<file path="src/rtl/bitty_pkg.sv">
// Shared types and instruction field positions for the Bitty execution unit.
// Encoding: {Rx[15:13], Ry[12:10] | imm[12:5], sel[4:2], fmt[1:0]}.
package bitty_pkg;

   typedef enum logic [2:0] {
      IDLE,
      SRC,
      EXEC,
      WB,
      ERR
   } state_t;

   typedef enum logic [2:0] {
      ALU_ADD,
      ALU_SUB,
      ALU_AND,
      ALU_OR,
      ALU_XOR,
      ALU_SHL,
      ALU_SHR,
      ALU_CMP
   } alu_op_t;

   localparam logic [1:0] FMT_REG = 2'd0;
   localparam logic [1:0] FMT_IMM = 2'd1;

   localparam int RX_LSB  = 13;
   localparam int RY_LSB  = 10;
   localparam int IMM_LSB = 5;
   localparam int SEL_LSB = 2;
   localparam int FMT_LSB = 0;

endpackage

</file>
<file path="src/rtl/bitty_alu_p.sv">
// Combinational ALU: add/sub with carry/borrow, logic ops, shifts, unsigned compare.
// Zero latency; no flow control.
module bitty_alu_p
   import bitty_pkg::*;
#(
   parameter int DATA_W = 16
) (
   input  logic [DATA_W-1:0] in_a,
   input  logic [DATA_W-1:0] in_b,
   input  logic [2:0]        select,
   output logic [DATA_W-1:0] alu_out,
   output logic              carry
);

   localparam int SH_W = $clog2(DATA_W);

   logic [DATA_W:0]   sum;
   logic [DATA_W:0]   diff;
   logic [SH_W-1:0]   shamt;

   assign sum   = {1'b0, in_a} + {1'b0, in_b};
   assign diff  = {1'b0, in_a} - {1'b0, in_b};
   assign shamt = in_b[SH_W-1:0];

   // diff's top bit is the borrow, i.e. in_a < in_b unsigned
   always_comb begin
      alu_out = '0;
      carry   = 1'b0;
      case (alu_op_t'(select))
         ALU_ADD: begin
            alu_out = sum[DATA_W-1:0];
            carry   = sum[DATA_W];
         end
         ALU_SUB: begin
            alu_out = diff[DATA_W-1:0];
            carry   = diff[DATA_W];
         end
         ALU_AND: alu_out = in_a & in_b;
         ALU_OR:  alu_out = in_a | in_b;
         ALU_XOR: alu_out = in_a ^ in_b;
         ALU_SHL: alu_out = in_a << shamt;
         ALU_SHR: alu_out = in_a >> shamt;
         ALU_CMP: begin
            if (in_a == in_b)     alu_out = '0;
            else if (in_a > in_b) alu_out = DATA_W'(1);
            else                  alu_out = DATA_W'(2);
         end
         default: alu_out = '0;
      endcase
   end

endmodule

</file>
<file path="src/rtl/bitty_exec_unit.sv">
// Self-sequencing Bitty execution unit with 8-entry register file and preload/debug port.
// Legal instruction completes in 3 cycles (done on the 3rd), illegal in 2; in_ready low while busy.
module bitty_exec_unit
   import bitty_pkg::*;
#(
   parameter int DATA_W = 16,
   parameter int IMM_W  = 8
) (
   input  logic              clk,
   input  logic              reset,
   input  logic              in_valid,
   output logic              in_ready,
   input  logic [15:0]       instruction,
   input  logic              wr_en,
   input  logic [2:0]        wr_addr,
   input  logic [DATA_W-1:0] wr_data,
   input  logic [2:0]        rd_addr,
   output logic [DATA_W-1:0] rd_data,
   output logic [DATA_W-1:0] d_out,
   output logic [2:0]        select,
   output logic              flag_z,
   output logic              flag_c,
   output logic              done,
   output logic              err
);

   state_t            state, state_nxt;
   logic [15:0]       reg_i;
   logic [DATA_W-1:0] reg_s;
   logic [DATA_W-1:0] reg_c;
   logic [DATA_W-1:0] regs [8];

   logic [2:0]        rx, ry;
   logic [1:0]        fmt;
   logic [IMM_W-1:0]  imm;
   logic [DATA_W-1:0] operand;
   logic [DATA_W-1:0] alu_out;
   logic              alu_carry;
   logic              fmt_legal;

   assign rx        = reg_i[RX_LSB +: 3];
   assign ry        = reg_i[RY_LSB +: 3];
   assign imm       = reg_i[IMM_LSB +: IMM_W];
   assign select    = reg_i[SEL_LSB +: 3];
   assign fmt       = reg_i[FMT_LSB +: 2];
   assign fmt_legal = (fmt == FMT_REG) || (fmt == FMT_IMM);

   // Operand is read in EXEC so Rx==Ry sees the value reg_s was latched from
   assign operand = (fmt == FMT_IMM) ? DATA_W'(imm) : regs[ry];
   assign rd_data = regs[rd_addr];
   assign d_out   = reg_c;

   bitty_alu_p #(.DATA_W(DATA_W)) u_alu (
      .in_a    (reg_s),
      .in_b    (operand),
      .select  (select),
      .alu_out (alu_out),
      .carry   (alu_carry)
   );

   always_ff @(posedge clk or posedge reset) begin
      if (reset) state <= IDLE;
      else       state <= state_nxt;
   end

   always_comb begin
      state_nxt = state;
      in_ready  = 1'b0;
      done      = 1'b0;
      err       = 1'b0;
      case (state)
         IDLE: begin
            in_ready = 1'b1;
            if (in_valid) state_nxt = SRC;
         end
         SRC:  state_nxt = fmt_legal ? EXEC : ERR;
         EXEC: state_nxt = WB;
         WB: begin
            done      = 1'b1;
            state_nxt = IDLE;
         end
         ERR: begin
            done      = 1'b1;
            err       = 1'b1;
            state_nxt = IDLE;
         end
         default: state_nxt = IDLE;
      endcase
   end

   always_ff @(posedge clk or posedge reset) begin
      if (reset) begin
         reg_i  <= '0;
         reg_s  <= '0;
         reg_c  <= '0;
         flag_z <= 1'b0;
         flag_c <= 1'b0;
      end else begin
         if (state == IDLE && in_valid) reg_i <= instruction;
         if (state == SRC)              reg_s <= regs[rx];
         if (state == EXEC) begin
            reg_c  <= alu_out;
            flag_z <= (alu_out == '0);
            flag_c <= alu_carry;
         end
      end
   end

   // Preload and write-back never collide: preload only lands while idle
   always_ff @(posedge clk or posedge reset) begin
      if (reset) begin
         for (int i = 0; i < 8; i++) regs[i] <= '0;
      end else if (state == WB) begin
         regs[rx] <= reg_c;
      end else if (wr_en && in_ready) begin
         regs[wr_addr] <= wr_data;
      end
   end

endmodule

</file>
<file path="config.mk">
export PLATFORM = sky130hd
export DESIGN_NAME = bitty_exec_unit
export DESIGN_NICKNAME = d
export VERILOG_FILES = /design/src/rtl/bitty_pkg.sv /design/src/rtl/bitty_alu_p.sv /design/src/rtl/bitty_exec_unit.sv
export SDC_FILE = /design/constraint.sdc
export NUM_CORES = 1
export LEC_CHECK = 0
export BUFFER_PORTS_ARGS = -buffer_cell sky130_fd_sc_hd__clkbuf_2
export CORE_MARGIN = 5
export CORE_UTILIZATION = 45
export DETAILED_ROUTE_END_ITERATION = 6
export GPL_TIMING_DRIVEN = 0
export RECOVER_POWER = 100
export SYNTH_ARGS = -nofsm -noshare
export SYNTH_HDL_FRONTEND = slang
export SYNTH_SLANG_ARGS = --single-unit
</file>
<file path="constraint.sdc">
create_clock -name clk -period 8.65 [get_ports clk]
set_clock_uncertainty 0.1 [all_clocks]
set_input_delay 1.2975 -clock clk [delete_from_list [all_inputs] [get_ports clk]]
set_output_delay 1.2975 -clock clk [all_outputs]
set_load 0.01 [all_outputs]
</file>
=== Word level (Yosys, flattened, before mapping) ===
Cells that the tools add are included.

* Register bits: 181
* Input bits: 42
* Word-level logic and storage cells: 85

* Add/sub/neg operators: 2
* Order comparisons: 7
* Equality and inequality tests: 14
* Shift operators: 2
* Muxes and demuxes: 28
* Bitwise operators: 7
* Reduce and logical (&&, ||, !) cells: 11

{| class="wikitable"
|+ Operator list
! cell !! number
|-
| $bwmux W128 || 2
|-
| $mux W128 || 2
|-
| $mux W16 || 10
|-
| $bmux W16 S3 || 3
|-
| $pmux W16 S8 || 1
|-
| $demux W16 S3 || 2
|-
| $add A16 B16 Y17 || 1
|-
| $sub A16 B16 Y17 || 1
|-
| $and A16 B16 Y16 || 1
|-
| $eq A16 B16 Y1 || 1
|-
| $ge A4 B4 Y1 const B || 4
|-
| $gt A16 B16 Y1 || 1
|-
| $logic_not A16 Y1 || 1
|-
| $not A3 Y4 || 4
|-
| $or A16 B16 Y16 || 1
|-
| $shl A16 B4 Y16 || 1
|-
| $shr A16 B4 Y16 || 1
|-
| $xor A16 B16 Y16 || 1
|-
| $eq A3 B3 Y1 const B || 5
|-
| $eq A3 B2 Y1 const B || 4
|-
| $pmux W3 S3 || 1
|-
| $lt A4 B1 Y1 const B || 2
|-
| $eq A3 B1 Y1 const B || 2
|-
| $logic_not A3 Y1 || 2
|-
| other kinds (11) || 17
|}

=== Logic depth before layout (Yosys ltp) ===
Gate-level depths: netlist of the first run.

* Depth after elaboration: 10
* Mapped depth: 21
* Gate-level depth less buffers: 17

=== Hierarchy ===
A second synthesis of the first run with hierarchy kept.

* Cells, all modules: 1616
* Area, all modules: 15152.0 µm²

{| class="wikitable"
|+ By module, submodules not included
! module !! instances !! cells each !! area each (µm²)
|-
| bitty_exec_unit || 1 || 1068 || 11457.2
|-
| bitty_alu_p || 1 || 548 || 3694.8
|}

=== Worst setup path after synthesis of the first run ===
Ideal clock, no wire load.

* Path type: register to register
* From: register reg_i[10]
* To: register flag_z
* Setup time: 92 ps
* Arrival: 4514 ps
* Data required time: 8458 ps
* Slack: 3945 ps
* Stages on the path, launching flop included: 21
* Path buffers: 4
* Clock period less this slack: 4705 ps
* Cells stage by stage: dfrtp_1 -> buf_6 -> buf_6 -> buf_1 -> mux4_2 -> mux2i_1 -> nor2_1 -> a21oi_1 -> ha_1 -> clkbuf_1 -> or3_1 -> o221ai_1 -> o21ai_0 -> o21ai_0 -> xnor2_1 -> a211oi_1 -> o221ai_1 -> or4_1 -> nor4b_2 -> nand4_1 -> o31ai_2

* Longest elaborated chain between the ends: 10

{| class="wikitable"
|+ Ends and longest elaborated chain
! what !! RTL line !! text
|-
| from (decl) || bitty_exec_unit.sv:28 || <nowiki>logic [15:0] reg_i;</nowiki>
|-
| from (signal assigned) || bitty_exec_unit.sv:99 || <nowiki>if (state == IDLE && in_valid) reg_i <= instruction;</nowiki>
|-
| $not A3 Y4 (not written as such) || bitty_exec_unit.sv:49 || <nowiki>assign operand = (fmt == FMT_IMM) ? DATA_W'(imm) : regs[ry];</nowiki>
|-
| $bmux W16 S3 || bitty_exec_unit.sv:49 ||
|-
| $mux W16 (not written as such) (2 in series) || bitty_exec_unit.sv:49 ||
|-
| $mux W16 (*) || bitty_exec_unit.sv:49 ||
|-
| $gt A16 B16 Y1 || bitty_alu_p.sv:45 || <nowiki>else if (in_a > in_b) alu_out = DATA_W'(1);</nowiki>
|-
| $mux W2 || bitty_alu_p.sv:45 ||
|-
| $mux W16 || bitty_alu_p.sv:44 || <nowiki>if (in_a == in_b) alu_out = '0;</nowiki>
|-
| $pmux W16 S8 (*) || bitty_alu_p.sv:29 || <nowiki>case (alu_op_t'(select))</nowiki>
|-
| $logic_not A16 Y1 (*) || bitty_exec_unit.sv:103 || <nowiki>flag_z <= (alu_out == '0);</nowiki>
|-
| to (signal assigned) || bitty_exec_unit.sv:103 ||
|-
| to (decl) || bitty_exec_unit.sv:21 || <nowiki>output logic flag_z,</nowiki>
|}

Every way passes the cells marked *; elsewhere a longest branch is shown, timed or not. The select of a mux whose other input is x is not followed.
A chain may end at the register's enable or synchronous reset.

=== Worst setup path after layout of the first run ===
Same ends and word-level chain as after synthesis.

==> results.toml, run 1 <==
[outcome]
status = "complete, but fails checks"
violations = "max-capacitance violations, max-slew violations"

[sta]
rsz0062_at_grt = "false"
tightest_slew_ns = 4.461
finalMaxSlewViolations = 193
fmax_ghz = 0.1372
setup_viol = 0
fin_crit_ns = 7.289
hold_ws_ns = 0.3989
slew_headroom_pct = -199.0
fin_crit_sh_pct = 84.27
setup_ws_ns = 1.361
final_hold_viol_count = 0

[place]
place.gp.congestion = 1.027
io_buffers = 60
numPlacedInstances = 2188
pre_cts_slack_ns = 2.394
hpwl_um = 48530

[yosys]
synthesis.area_um2 = 14640
yosys-top-cells-count = "nor2_1, a21oi_1, nand2_1"
yosysWarnings = 0
synth_area_leaders = "dfrtp_1, mux4_2, a21oi_1"
synthFlopType = "dfrtp_1"
synth.distinct_cells = 78
synth-edff-count = 0
synthArstFlopShare_pct = 100.0
synth.avg_cell_area_um2 = 8.691
synth_most_common_cell = "nor2_1"
postSynthCellCount = 1684
syn_nets = 1779
synth_top_area_cell = "dfrtp_1"
ys_seq_elements = 181
synth_top_area_share_pct = 30.95
yosysSeqAreaShare_pct = 30.95

[clock_network]
cts_resized = 0
ctsLongestPathBuffers = 2
cts_buffers = 17
cts_tree = "done"
insertion_delay_ns = 0.46
clk_pin_slew_ns = 0.08
hold_buffers = 0
clock-root-buffer = "clkbuf_16"
cts_setup_buffers = 0
cts_sinks = 181
cts.htree.levels = 4

[routing]
drc = 0
wl_per_cell_um = 27.91
drt_iter0_markers = 1450
dr_total_vias = 14350
final_antenna_net_count = 0
dr.pass1.iters = 6
wirelength_um = 61960
vias_per_cell = 6.466

[worst_setup_path]
cp-start-kind = "register"
worstSetupEndpointType = "register"
critPathTopFamily = "compound AO/OA/AOI/OAI gates"
worstPathCellList = "buf_6 -> buf_6 -> mux4_2 -> mux2i_1 -> a21o_1 -> clkbuf_1 -> clkbuf_1 -> clkbuf_1 -> ha_1 -> o21bai_1 -> a21oi_1 -> o21ai_0 -> nor2_1 -> o21ai_0 -> a2111oi_0 -> a221oi_1 -> o22ai_1 -> nor4b_1 -> nand4_1 -> o31ai_2"
path_max_fanout = 11
cp_slowest_cell = "clkbuf_1"
crit_required_ns = 8.91
critPathArrivalTime_ns = 7.55
worst-path-buf-inv = 5
cpPeakStageDelay_ns = 0.67
path_class = "reg -> reg"
crit_top_cell = "clkbuf_1"

[final_layout]
layout.cells.non_filler = 2220
final_layout_size_suffix_gt1_share_pct = 12.26
fin_nets = 1860
fin_util_pct = 49.80
n_antenna_cell = 0
nFillCells = 3177
area_growth_pct = 9.866

[grt]
grt_pass1_wl_um = 91620
antenna_found_initial = 0
globalRouteOverflowTotal = 0
grt_max_degree = 101
grt_pass1_vias = 14290
grt_util_all_layers_pct = 33.79

[job]
maxCapViolCount = 3

[die]
die-area_um2 = 36230
chipHeight_um = 190.3
initial_core_util_pct = 45.33
rows = 66
io_pins = 82
dieWidth_um = 190.3
core_um2 = 32290

[hold_path]
worstHoldPathType = "reg -> reg"
## area by class of cell
| class | count | area (um^2) | area share, % |
|---|---|---|---|
| tap | 442 | 553.0 | 3.439 |
| timing repair buffer | 62 | 279.0 | 1.735 |
| clock buffer | 19 | 442.9 | 2.755 |
| clock inverter | 13 | 181.4 | 1.128 |
| multi-input combinational | 1300 | 9270 | 57.65 |
| inverter | 56 | 219.0 | 1.362 |
| buffer | 147 | 604.3 | 3.758 |
| sequential | 181 | 4529 | 28.17 |
## worst register-to-register path: stages, from the launching register on
cell,delay [ns]
dfrtp_1,0.36
buf_6,0.14
buf_6,0.20
mux4_2,0.52
mux2i_1,0.32
a21o_1,0.24
clkbuf_1,0.54
clkbuf_1,0.59
clkbuf_1,0.68
ha_1,0.44
o21bai_1,0.17
a21oi_1,0.13
o21ai_0,0.26
nor2_1,0.11
o21ai_0,0.42
a2111oi_0,0.36
a221oi_1,0.36
o22ai_1,0.16
nor4b_1,0.54
nand4_1,0.27
o31ai_2,0.27
## path summary, 6_finish.rpt
path,from,to,slack (ns),cells past startpoint
worst max-delay path,reg_i[10],flag_z,1.36,20
worst min-delay path,flag_z,flag_z,0.40,2
worst max register to register,reg_i[10],flag_z,1.36,20
worst min register to register,flag_z,flag_z,0.40,2
max in group asynchronous,reset,d_out[4],2.88,3
min in group asynchronous,reset,regs[14],2.08,2
## cells by family after synthesis
| family | count (synthesis) | synth area share (%) |
|---|---|---|
| AOI/OAI and AO/OA | 521 | 22.36 |
| xor gates and xnor gates | 11 | 0.6583 |
| and+or+nand+nor | 513 | 14.76 |
| DFF | 181 | 30.95 |
| muxes | 202 | 20.90 |
| adders and majority gates | 53 | 4.634 |
| buffers and inverters | 203 | 5.745 |
## state kept, by name, summed over array words and instances, names as in the netlist
register and flops:
reg_i 16, reg_s 16, d_out 16, flag_z 1, state 3, regs 128
flag_c 1
## metal layers
| layer | up-vias | wire length, um | GRT usage [%] |
|---|---|---|---|
| met5 | - | 0 | 0 |
| met4 | 0 | 3426 | 17.73 |
| met3 | 178 | 5089 | 6.133 |
| met2 | 855 | 29290 | 55.39 |
| met1 | 6978 | 24150 | 42.71 |
| li1 | 6343 | - | - |
## stage by stage
stage / cell area (um^2) / setup TNS, ns
floorplan: 14640 / 0
global placement: 15490 / -0.5389
detailed placement: 15550 / 0
CTS: 16170 / 0
global route: 16080 / 0
finish: 16080 / 0
## layout by cell type, fill, tap and decap left out, types with 5 or more instances in the layout
cell | netlist | layout
nor2_1 | 227 | 227
a21oi_1 | 213 | 213
nand2_1 | 197 | 197
dfrtp_1 | 181 | 181
clkbuf_1 | 101 | 140
o21ai_0 | 91 | 95
mux4_2 | 75 | 75
mux2i_1 | 75 | 75
ha_1 | 51 | 51
inv_1 | 51 | 50
mux2_2 | 49 | 39
a22oi_1 | 39 | 39
a32oi_1 | 35 | 35
clkbuf_2 | 0 | 34
buf_1 | 29 | 21
o22ai_1 | 21 | 21
clkbuf_16 | 0 | 17
nand3_1 | 16 | 16
a211oi_1 | 14 | 14
a31oi_1 | 13 | 13
nor3_1 | 12 | 12
nor2b_1 | 12 | 12
a221oi_1 | 12 | 12
o221ai_1 | 10 | 10
mux2_1 | 0 | 10
o21bai_1 | 8 | 8
xnor2_1 | 7 | 7
buf_2 | 6 | 6
o21a_1 | 6 | 6
a22o_1 | 6 | 6
or3_1 | 6 | 6
o211ai_1 | 6 | 6
a21o_1 | 5 | 5
nand4_1 | 5 | 5
inv_6 | 0 | 5
Power of run 1 is not shown: default switching activity piles up to over one toggle a cycle in this logic, so the estimate is an artifact.
==> run 2: changes to the inputs <==
ABC_AREA = 1   (was not set)
clock period = 7.1 ns   (was 8.65 ns; I/O delays follow)
==> results.toml, run 2 <==
[final_layout]
multi_input_area_um2 = 8576
fin_nets = 2376
layout.cells.non_filler = 2736
nFillCells = 3520
final_cell_mix = "nand2_1, o21ai_0, inv_1"
largest_register_ffs = 128
n_antenna_cell = 0
final_layout_size_suffix_gt1_share_pct = 7.585
largest_register = "regs"
area_growth_pct = 9.327
final_common_cell = "nand2_1"
area.sequential_um2 = 4529

[clock_network]
hold_buffers = 0
ctsLongestPathBuffers = 2
cts_buffers = 17
insertion_delay_ns = 0.45
cts.htree.levels = 4
cts_sinks = 181
clk_pin_slew_ns = 0.08
clock-root-buffer = "clkbuf_16"
cts_setup_buffers = 0
cts_tree = "done"
cts_resized = 0

[sta]
setup_ws_ns = 0.9495
final_hold_viol_count = 0
fmax_ghz = 0.1626
rsz0062_at_grt = "false"
tns_ns = 0
setup_viol = 0
finalMaxSlewViolations = 151
fin_crit_sh_pct = 86.63
tightest_slew_ns = 4.370
slew_headroom_pct = -191.3
fin_crit_ns = 6.151

[yosys]
synth_adder_area_share_pct = 4.575
synth_top_area_cell = "dfrtp_1"
synth_top_area_share_pct = 30.56
synth.avg_cell_area_um2 = 6.793
synth-compound-area-share_pct = 27.59
yosysSeqAreaShare_pct = 30.56
synth-edff-count = 0
yosys-top-cells-count = "nand2_1, o21ai_0, inv_1"
synth.distinct_cells = 55
yosysWarnings = 0
synthFlopType = "dfrtp_1"
synthesis.area_um2 = 14820
synth_most_common_cell = "nand2_1"
synthArstFlopShare_pct = 100.0
synth_top_family_by_area = "compound AO/OA/AOI/OAI gates"
synthSimpleGateAreaFrac_pct = 23.51
synth_area_leaders = "dfrtp_1, nand2_1, o21ai_0"
yosys.area_share.xor_xnor_pct = 0.4727
synth_mux_area_share_pct = 2.127
ys_seq_elements = 181
syn_nets = 2277
postSynthCellCount = 2182

[grt]
grt_pass1_wl_um = 109500
grt_max_degree = 92
grt_pass1_vias = 16600
antenna_found_initial = 0
globalRouteOverflowTotal = 0
grt_util_all_layers_pct = 40.36

[pwr]
powerDensity_nw_per_um2 = 631.7
p_seq_share_pct = 19.1
internal-power_mw = 4.019
clkPwrFrac_pct = 8.9
p_switching_mw = 6.217
leakage_nw = 7.023
sw_frac_of_total_pct = 60.74
p_comb_share_pct = 71.9
vdd.ir_drop.worst_mv = 0.2385

[die]
io_pins = 82
dieWidth_um = 191.5
die-area_um2 = 36670
core_um2 = 32540
initial_core_util_pct = 45.56
rows = 66
chipHeight_um = 191.5

[routing]
dr_wl_met3_um = 7644
final_antenna_net_count = 0
wl_per_cell_um = 27.37
top_layer_used = "met4"
wirelength_um = 74880
drc = 0
wl_met1_um = 28530
dr_total_vias = 17670
drt_iter0_markers = 2873
dr_wl_met2_um = 32900
dr.pass1.iters = 7
vias_per_cell = 6.457

[place]
pre_cts_slack_ns = 2.252
place.gp.congestion = 1.122
numPlacedInstances = 2704
hpwl_um = 59550
io_buffers = 79

[worst_setup_path]
critPathArrivalTime_ns = 6.35
critical_path_depth = 6
worstSetupEndpointType = "register"
critPathTopFamily = "compound AO/OA/AOI/OAI gates"
crit_end = "regs[95]"
path_class = "reg -> reg"
ff2ff_setup_slack_ns = 0.95
startpoint = "reg_i[14]"
path_max_fanout = 10
r2r_end = "regs[95]"
r2r_start = "reg_i[14]"
cpPeakStageDelay_ns = 2.03
crit_required_ns = 7.30
cp-start-kind = "register"
r2r_cells = 6
cp_slowest_cell = "o21ai_0"
worstPathCellList = "inv_1 -> nor3_1 -> inv_1 -> o21ai_0 -> clkbuf_1 -> o21ai_0"
worst-path-buf-inv = 3

[hold_path]
worstHoldPathType = "reg -> reg"

[job]
maxCapViolCount = 7

[outcome]
status = "complete, but fails checks"
violations = "max-capacitance violations, max-slew violations"
run 2: power by group through the flow:
stage / Combinational, mW / Sequential [mW] / Clock (mW)
after floorplan: 4.78 / 1.76 / 0
after global placement: 7.14 / 1.93 / 0
after detailed placement: 7.16 / 1.93 / 0
after CTS: 7.19 / 1.92 / 0.913
after global routing: 7.94 / 1.98 / 0.958
final: 7.36 / 1.96 / 0.916
run 2: layout make-up:
| cell class | instances | area share (%) |
|---|---|---|
| well taps | 442 | 3.413 |
| plain buffers | 136 | 3.675 |
| inverters | 273 | 6.431 |
| clock inverters | 10 | 0.4787 |
| multi-input cells | 1592 | 52.92 |
| clock buffers | 22 | 2.803 |
| repair buffers | 80 | 2.332 |
| flip-flops and latches | 181 | 27.95 |
run 2: through the flow:
stage	instance area (um^2)	util [%]	hold WS [ns]	power [mW]
after global routing	16210	49.81	0.4180	10.88
after CTS	16350	50.25	0.3856	10.02
after detailed placement	15820	48.61	0.3668	9.089
final	16210	49.81	0.3904	10.24
after floorplan	14820	-	0.3798	6.539
after global placement	15770	48.47	0.3652	9.075
run 2: worst min-delay path, delay by kind of cell (launching register included):
kind | cells | cell delay [ns]
flops | 1 | 0.35
simple gates | 2 | 0.11
run 2: cell families after synthesis:
group                      after synthesis
and+or+nand+nor                        789
AOI/OAI and AO/OA                      714
buffers and inverters                  409
DFF                                    181
adders and majority gates               53
muxes                                   28
xor gates and xnor gates                 8
run 2: worst min path at each step:
stage               startpoint        to  slack, ns  cells past startpoint
finish                  flag_z    flag_z       0.39                      2
global route            flag_z    flag_z       0.42                      2
CTS                     flag_z    flag_z       0.39                      2
detailed placement      flag_z    flag_z       0.37                      2
global placement        flag_z    flag_z       0.37                      2
floorplan             reg_i[5]  reg_i[5]       0.38                      1
run 2: per-layer routing:
layer  track usage, %  vias to the layer above
met5                0                        -
met4            23.45                        0
met3            7.560                      317
met2            63.72                     1289
met1            51.72                     8286
li1                 -                     7773
Note: power is estimated with default switching activity, not from simulation.
